[src/rtl/mire_writer_if.sv]
// Wishbone write-master bundle between mire_writer and the SDRAM arbiter.
// Latency: none, wires only.
// Backpressure: the slave holds ack low to stall; the master keeps stb/adr/dat_ms stable.
// Ports: adr/dat_ms/we/sel/cti/bte/stb/cyc master->slave, ack slave->master.
interface mire_writer_if;
    logic [31:0] adr;
    logic [31:0] dat_ms;
    logic        we;
    logic [3:0]  sel;
    logic [2:0]  cti;
    logic [1:0]  bte;
    logic        stb;
    logic        cyc;
    logic        ack;

    modport master (
        output adr, dat_ms, we, sel, cti, bte, stb, cyc,
        input  ack
    );

    modport slave (
        input  adr, dat_ms, we, sel, cti, bte, stb, cyc,
        output ack
    );
endinterface

[src/rtl/mire_writer.sv]
// Wishbone master that continuously paints a 16-pixel white grid into the framebuffer.
// Latency: enable seen in IDLE -> stb on the next edge; each ack -> next word the following cycle.
// Backpressure: waits indefinitely for ack with outputs frozen; releases cyc for one cycle every BURST words.
// Ports: wshb_clk/wshb_rst_n (sync active-low), enable, wb (Wishbone master), frame_done (pulse after last pixel ack).
module mire_writer #(
    parameter int          HDISP = 800,
    parameter int          VDISP = 480,
    parameter int          BURST = 64,
    parameter logic [31:0] BASE  = 32'd0
) (
    input  logic          wshb_clk,
    input  logic          wshb_rst_n,
    input  logic          enable,
    mire_writer_if.master wb,
    output logic          frame_done
);

    localparam int XW = $clog2(HDISP);
    localparam int YW = $clog2(VDISP);
    localparam int CW = $clog2(BURST + 1);

    typedef enum logic [1:0] {
        IDLE  = 2'd0,
        WRITE = 2'd1,
        PAUSE = 2'd2
    } state_t;

    state_t         state;
    state_t         state_nxt;
    logic [XW-1:0]  x;
    logic [YW-1:0]  y;
    logic [CW-1:0]  word_cnt;
    logic [31:0]    adr_q;
    logic [31:0]    dat_q;

    logic           xfer;
    logic           x_last;
    logic           y_last;
    logic           frame_last;
    logic           burst_end;
    logic [XW-1:0]  x_nxt;
    logic [YW-1:0]  y_nxt;

    // White on every 16th column and every 16th row, black elsewhere.
    function automatic logic [31:0] pattern(input logic [XW-1:0] xv, input logic [YW-1:0] yv);
        if (((32'(xv) & 32'd15) == 32'd0) || ((32'(yv) & 32'd15) == 32'd0))
            return 32'h00FF_FFFF;
        return 32'h0000_0000;
    endfunction

    assign xfer       = (state == WRITE) && wb.ack;
    assign x_last     = (x == XW'(HDISP - 1));
    assign y_last     = (y == YW'(VDISP - 1));
    assign frame_last = x_last && y_last;
    assign burst_end  = (word_cnt == CW'(BURST - 1));

    always_comb begin
        x_nxt = x + XW'(1);
        y_nxt = y;
        if (x_last) begin
            x_nxt = '0;
            y_nxt = y_last ? '0 : y + YW'(1);
        end
    end

    always_comb begin
        state_nxt = state;
        case (state)
            IDLE: begin
                if (enable)
                    state_nxt = WRITE;
            end
            WRITE: begin
                if (xfer) begin
                    if (burst_end)
                        state_nxt = PAUSE;
                    else if (!enable)
                        state_nxt = IDLE;
                end
            end
            PAUSE: begin
                state_nxt = enable ? WRITE : IDLE;
            end
            default: state_nxt = IDLE;
        endcase
    end

    always_ff @(posedge wshb_clk) begin
        if (!wshb_rst_n) begin
            state      <= IDLE;
            x          <= '0;
            y          <= '0;
            word_cnt   <= '0;
            adr_q      <= BASE;
            dat_q      <= 32'd0;
            frame_done <= 1'b0;
        end else begin
            state      <= state_nxt;
            frame_done <= xfer && frame_last;
            if (xfer) begin
                x        <= x_nxt;
                y        <= y_nxt;
                word_cnt <= burst_end ? '0 : word_cnt + CW'(1);
                // Pixels are stored linearly, so the address just steps by one word
                // and snaps back to BASE on the frame wrap.
                adr_q    <= frame_last ? BASE : adr_q + 32'd4;
                dat_q    <= pattern(x_nxt, y_nxt);
            end else if (state == IDLE && enable) begin
                // Data is cleared by reset, so reload it before the first strobe.
                dat_q    <= pattern(x, y);
            end
        end
    end

    assign wb.adr    = adr_q;
    assign wb.dat_ms = dat_q;
    assign wb.we     = 1'b1;
    assign wb.sel    = 4'b1111;
    assign wb.cti    = 3'b000;
    assign wb.bte    = 2'b00;
    assign wb.stb    = (state == WRITE);
    assign wb.cyc    = (state == WRITE);

endmodule

[src/flat_wrapper.sv]
// flat-port wrapper written by rule: the top's interface ports become plain ports
module mire_writer_flat 
#(
    parameter int          HDISP = 800,
    parameter int          VDISP = 480,
    parameter int          BURST = 64,
    parameter logic [31:0] BASE  = 32'd0
)
  (wshb_clk, wshb_rst_n, enable, frame_done, wb_adr, wb_dat_ms, wb_we, wb_sel, wb_cti, wb_bte, wb_stb, wb_cyc, wb_ack);
  mire_writer_if wb_i ();
  input  logic wshb_clk;
  input  logic wshb_rst_n;
  input  logic enable;
  output logic frame_done;
  output wire logic [$bits(wb_i.adr)-1:0] wb_adr;
  output wire logic [$bits(wb_i.dat_ms)-1:0] wb_dat_ms;
  output wire logic [$bits(wb_i.we)-1:0] wb_we;
  output wire logic [$bits(wb_i.sel)-1:0] wb_sel;
  output wire logic [$bits(wb_i.cti)-1:0] wb_cti;
  output wire logic [$bits(wb_i.bte)-1:0] wb_bte;
  output wire logic [$bits(wb_i.stb)-1:0] wb_stb;
  output wire logic [$bits(wb_i.cyc)-1:0] wb_cyc;
  input wire logic [$bits(wb_i.ack)-1:0] wb_ack;
  assign wb_adr = wb_i.adr;
  assign wb_dat_ms = wb_i.dat_ms;
  assign wb_we = wb_i.we;
  assign wb_sel = wb_i.sel;
  assign wb_cti = wb_i.cti;
  assign wb_bte = wb_i.bte;
  assign wb_stb = wb_i.stb;
  assign wb_cyc = wb_i.cyc;
  assign wb_i.ack = wb_ack;
  mire_writer #(.HDISP(HDISP), .VDISP(VDISP), .BURST(BURST), .BASE(BASE)) u_core (.wshb_clk(wshb_clk), .wshb_rst_n(wshb_rst_n), .enable(enable), .wb(wb_i), .frame_done(frame_done));
endmodule
[config.mk]
export PLATFORM = sky130hd
export DESIGN_NAME = mire_writer_flat
export DESIGN_NICKNAME = d
export VERILOG_FILES = /design/src/rtl/mire_writer_if.sv /design/src/rtl/mire_writer.sv /design/src/flat_wrapper.sv
export SDC_FILE = /design/constraint.sdc
export NUM_CORES = 1
export LEC_CHECK = 0
export ABC_AREA = 0
export BUFFER_PORTS_ARGS = -buffer_cell sky130_fd_sc_hd__buf_4
export CORE_ASPECT_RATIO = 0.75
export CORE_MARGIN = 2
export CORE_UTILIZATION = 32
export CTS_CLUSTER_DIAMETER = 30
export DETAILED_ROUTE_END_ITERATION = 10
export GPL_TIMING_DRIVEN = 0
export PLACE_DENSITY = 0.65
export SLEW_MARGIN = 0
export SYNTH_ARGS = -nofsm -noshare
export SYNTH_HDL_FRONTEND = slang
export SYNTH_SLANG_ARGS = --single-unit
[constraint.sdc]
create_clock -name wshb_clk -period 2.97 [get_ports wshb_clk]
set_input_delay 0.297 -clock wshb_clk [delete_from_list [all_inputs] [get_ports wshb_clk]]
set_output_delay 0.297 -clock wshb_clk [all_outputs]
set_load 0.02 [all_outputs]
After elaboration in Yosys (flattened, before gate mapping)
Index checks and enable logic that the tools add are counted.

Muxes and demuxes: 24. Equality and inequality tests: 8. Add/sub/neg operators: 4. Reductions and logical operators: 14.

Operators by type and width (count): 2-to-1 mux 32 bit (7); logical NOT 32 bit (4); adder 32 x 3 -> 32 bit (second input constant) (1); adder 10 x 1 -> 10 bit (second input constant) (1); == test 10 bit (second input constant) (1); 2-to-1 mux 10 bit (1); adder 9 x 1 -> 9 bit (second input constant) (1); == test 9 bit (second input constant) (1); 2-to-1 mux 9 bit (1); 2-to-1 mux 1 bit (8); 2-to-1 mux 2 bit (4); adder 7 x 1 -> 7 bit (second input constant) (1); == test 7 x 6 -> 1 bit (second input constant) (1); 2-to-1 mux 7 bit (1); one-hot mux 2 bit (3 select lines) (1); logical AND 1 bit (4); 2-to-1 mux 4 bit (1); != test 3 x 2 -> 1 bit (second input constant) (1); AND reduction 3 bit (1); == test 2 x 1 -> 1 bit (second input constant) (1); == test 2 bit (second input constant) (1); logical NOT 2 bit (1); logical OR 1 bit (2); != test 2 x 1 -> 1 bit (second input constant) (1); other kinds (3) (3).

Input bits: 4. Word-level logic and storage cells: 58. Register bits after elaboration: 93. Output and inout bits: 77.

Longest topological paths before layout
Depth after elaboration: 10. Mapped depth: 7. Depth with buffers taken out: 6.

Worst setup path after synthesis
OpenSTA, ideal clock, no wires.

Kind: reg-to-reg. Start: reg u_core.adr_q[11], in the netlist u_core.wb.adr[11]. End: reg u_core.adr_q[31], in the netlist u_core.wb.adr[31]. Arrival: 2.077 ns. Stages on the path, launching flop included: 7. Buffers on the path: 1. Setup slack: 0.823 ns. Period minus slack after synthesis: 2.147 ns. Library setup time: 0.070 ns. Cells stage by stage: dfxtp_1 > and4_2 > nand4_4 > or4_1 > buf_2 > or3_1 > a21oi_1.

Cells in the longest elaborated chain, start to end: 2.

Ends and longest elaborated chain: from (decl) (line mire_writer.sv:33) `logic [31:0] adr_q;`; from (signal assigned) (line mire_writer.sv:106) `adr_q <= frame_last ? BASE : adr_q + 32'd4;`; adder 32 x 3 -> 32 bit (line mire_writer.sv:106); 2-to-1 mux 32 bit (line mire_writer.sv:106).

Every way passes these cells. A chain may end at the register's enable or synchronous reset.

Worst setup path after layout
Start: reg u_core.y[0]. End: reg u_core.adr_q[2], in the netlist u_core.wb.adr[2].

Cells in the longest elaborated chain, start to end: 3.

Ends and longest elaborated chain: from (decl) (line mire_writer.sv:31) `logic [YW-1:0] y;`; from (signal assigned) (line mire_writer.sv:102) `y <= y_nxt;`; == test 9 bit (line mire_writer.sv:53) `assign y_last = (y == YW'(VDISP - 1));`; logical AND 1 bit (line mire_writer.sv:54) `assign frame_last = x_last && y_last;`; 2-to-1 mux 32 bit (line mire_writer.sv:106).

Every way passes these cells.

==> qor.yml <==
synth:
  syn-cell-area_sq_um: 3260
  seq_area_frac_synth_pct: 36.8
  postSynth.asyncResetShare_pct: 0
  ys_warn_count: 0
  synth-edff-count: 0
  yosysTopAreaCell: "dfxtp_1"
  ys_seq_elements: 60
  synth_top_flop_cell: "dfxtp_1"
  synth_cell_type_count: 49
  yosysTopAreaCellShare_pct: 36.8
  synthCells: 397
  avgSynthCellArea_sq_um: 8.22
  synth_area_leaders: "dfxtp_1 (37%), buf_4 (10%), xnor2_1 (7.2%)"
die:
  rows: 31
  ios: 81
  die_w_microns: 121
  die_area_sq_um: 11000
  die_h_microns: 91.5
  start_util_pct: 33.4
  core_sq_um: 9770
clock_tree:
  cts_buffers: 9
  cts_tree: "done"
  clock-root-buffer: "clkbuf_16"
  hold_buffers: 0
  worst_skew_pair.late_latency_ps: 330
  h-tree-depth: 3
  cts.sinks: 60
  post_cts_buffers: 0
  ctsResizeCount: 0
  cts.path.max_buffers: 2
  clkSlewWorstSetupHoldPaths_ps: 50
setup_path:
  path_class: "register to register"
  rr_worst_depth: 7
  crit_end: "u_core.wb.adr[2]$_SDFFE_PN0P_"
  critPathSlowestCell: "o21ai_1"
  crit_buf_inv: 1
  slowest_delay_ps: 490
  cp_cell_sequence: "ha_1 -> nand3_1 -> nor3_2 -> nand2_1 -> o21ai_1 -> buf_2 -> nor2_1"
  crit-reg2reg-launch: "u_core.y[0]$_SDFFE_PN0P_"
  cp_max_fo: 10
  reg2reg_slack_ps: 420
  timing.rr.end: "u_core.wb.adr[2]$_SDFFE_PN0P_"
  critPathTopFamily: "simple AND/OR/NAND/NOR gates"
  critical_path_depth: 7
  required_ps: 3180
  crit_arrival_ps: 2750
  startpoint_type: "register"
  end_kind: "register"
  startpoint: "u_core.y[0]$_SDFFE_PN0P_"
detailed_routing:
  via_count: 2819
  drc: 0
  drt-total-wl_microns: 7320
  ant_nets: 0
  drt_iter0_markers: 179
  drt-pass1-iter-count: 4
  wl_per_cell_microns: 11.8
  viasPerCell: 4.53
hold_path:
  hold_class: "input pin to register"
layout:
  fin_area_sq_um: 4230
  layout-drive-gt1-share_pct: 27.8
  mostFrequentLayoutCell: "buf_4"
  antennaDiodeCount: 0
  fill_cells: 988
  final_cell_mix: "buf_4 (103), dfxtp_1 (60), nor2_1 (52), nand2_1 (39), xnor2_1 (27)"
  fin_nets: 495
  area_growth_syn_to_layout_pct: 29.6
placed_design:
  hpwl_microns: 5410
  gp_congestion: 0.847
  pre_cts_slack_ps: 253
  port_buffers: 59
  place_area_sq_um: 3940
power:
  sequentialPowerShare_pct: 39.7
  p_leak_nw: 1.72
  p_comb_share_pct: 12.8
  power_w: 0.00210
  p_per_area_nw_per_um2: 495
  p_int_w: 0.00159
  peakVddDrop_mv: 0.258
  switchingPower_w: 0.000508
  p_clk_share_pct: 47.5
  swShare_pct: 24.3
grt:
  grt_pass1_wl_microns: 12100
  antenna_found_initial: 0
  grt_max_degree: 26
  first_global_vias: 2555
  grt_util_all_layers_pct: 13.6
  gr-total-overflow: 0
sta:
  fin_crit_sh_pct: 85.7
  finalClockSkew_ps: 7.47
  setup_viol: 0
  setup_tns_ps: 0
  timing.fmax_mhz: 393
  finalHoldViolCount: 0
  fin_ws_ps: 424
  drv_slew: 0
  fin_crit_ps: 2550
  rsz0062_at_grt: "false"
  relSlewSlack_pct: 49.2
  tightest_slew_ps: 762
outcome:
  outcome: "complete, no violations"
flow_run:
  drv_cap: 0
==> worst min-delay path by stage <==
| stage | startpoint | end | slack [ps] | cells past startpoint |
|---|---|---|---|---|
| after floorplan | u_core.word_cnt[6]$_SDFFE_PN0P_ | u_core.word_cnt[6]$_SDFFE_PN0P_ | 410 | 2 |
| after global placement | u_core.word_cnt[6]$_SDFFE_PN0P_ | u_core.word_cnt[6]$_SDFFE_PN0P_ | 420 | 2 |
| after detailed placement | u_core.word_cnt[6]$_SDFFE_PN0P_ | u_core.word_cnt[6]$_SDFFE_PN0P_ | 420 | 2 |
| after CTS | enable | u_core.state[0]$_SDFFE_PN0P_ | 340 | 4 |
| after global routing | wshb_rst_n | u_core.word_cnt[6]$_SDFFE_PN0P_ | 390 | 3 |
| final | wshb_rst_n | u_core.word_cnt[6]$_SDFFE_PN0P_ | 350 | 3 |
==> metrics by stage <==
stage / hold slack (ps) / cells / utilization [%]
2_1_floorplan: 407 / 415 / -
3_3_place_gp: 415 / 606 / 40.3
3_5_place_dp: 420 / 606 / 40.3
4_1_cts: 337 / 622 / 43.2
5_1_grt: 385 / 622 / 43.3
6_report: 345 / 622 / 43.3
==> worst reg2reg max path: stages, from the launching register on <==
cell and delay [ps]:
dfxtp_1 450, ha_1 210, nand3_1 190, nor3_2 440, nand2_1 210, o21ai_1 490, buf_2 350, nor2_1 90
==> state kept, by name (all words and copies together), names as in the netlist <==
register and flops:
u_core.y 9, u_core.word_cnt 7, u_core.x 10, u_core.frame_done 1
u_core.wb.adr 30, u_core.state 2, u_core.wb.dat_ms 1
==> Yosys cell counts (4+ instances only) <==
cell	count
ha_1	6
nand4_1	5
nor2b_1	6
a31oi_1	4
and4_1	5
clkbuf_1	4
o21ai_0	15
or3_1	6
xnor2_1	27
buf_2	7
buf_4	44
nor3_1	12
and3_1	6
dfxtp_1	60
xor2_1	12
nand3b_1	4
inv_1	9
nand3_1	17
a21oi_1	16
nand2_1	39
nor2_1	52
==> layer usage <==
layer / routed length, microns / track usage (%)
met5: 0 / 0
met4: 98 / 5.43
met3: 280 / 3.71
met2: 3410 / 21.8
met1: 3530 / 17.2
==> cells by family (layout without fill, tap and decap cells) <==
kind of cell / Yosys count / in the layout / synth area share, %
compound gates: 47 / 47 / 8.24
xor+xnor: 39 / 39 / 10.5
fa+ha+maj: 6 / 6 / 2.30
buf+inv: 66 / 141 / 13.1
flops: 60 / 60 / 36.8
other cells: 2 / 20 / 0.230
simple gates: 177 / 177 / 28.8
==> area by class of cell <==
type	count	area, sq um	area share [%]
clock inverter	5	52.6	1.24
tap	132	165	3.90
buffer	57	395	9.35
sequential	60	1200	28.4
inverter	9	33.8	0.799
timing repair buffer	59	443	10.5
clock buffer	11	233	5.50
multi-input combinational	289	1710	40.3
==> power groups by stage <==
stage / Combinational (W) / Sequential (W) / Clock (W)
final: 0.000269 / 0.000832 / 0.000995
after global routing: 0.000285 / 0.000834 / 0.00106
after CTS: 0.000270 / 0.000832 / 0.00102
after detailed placement: 0.000269 / 0.000849 / 0
after global placement: 0.000267 / 0.000847 / 0
after floorplan: 0.000181 / 0.000850 / 0
(Power assumes the default switching activity.)
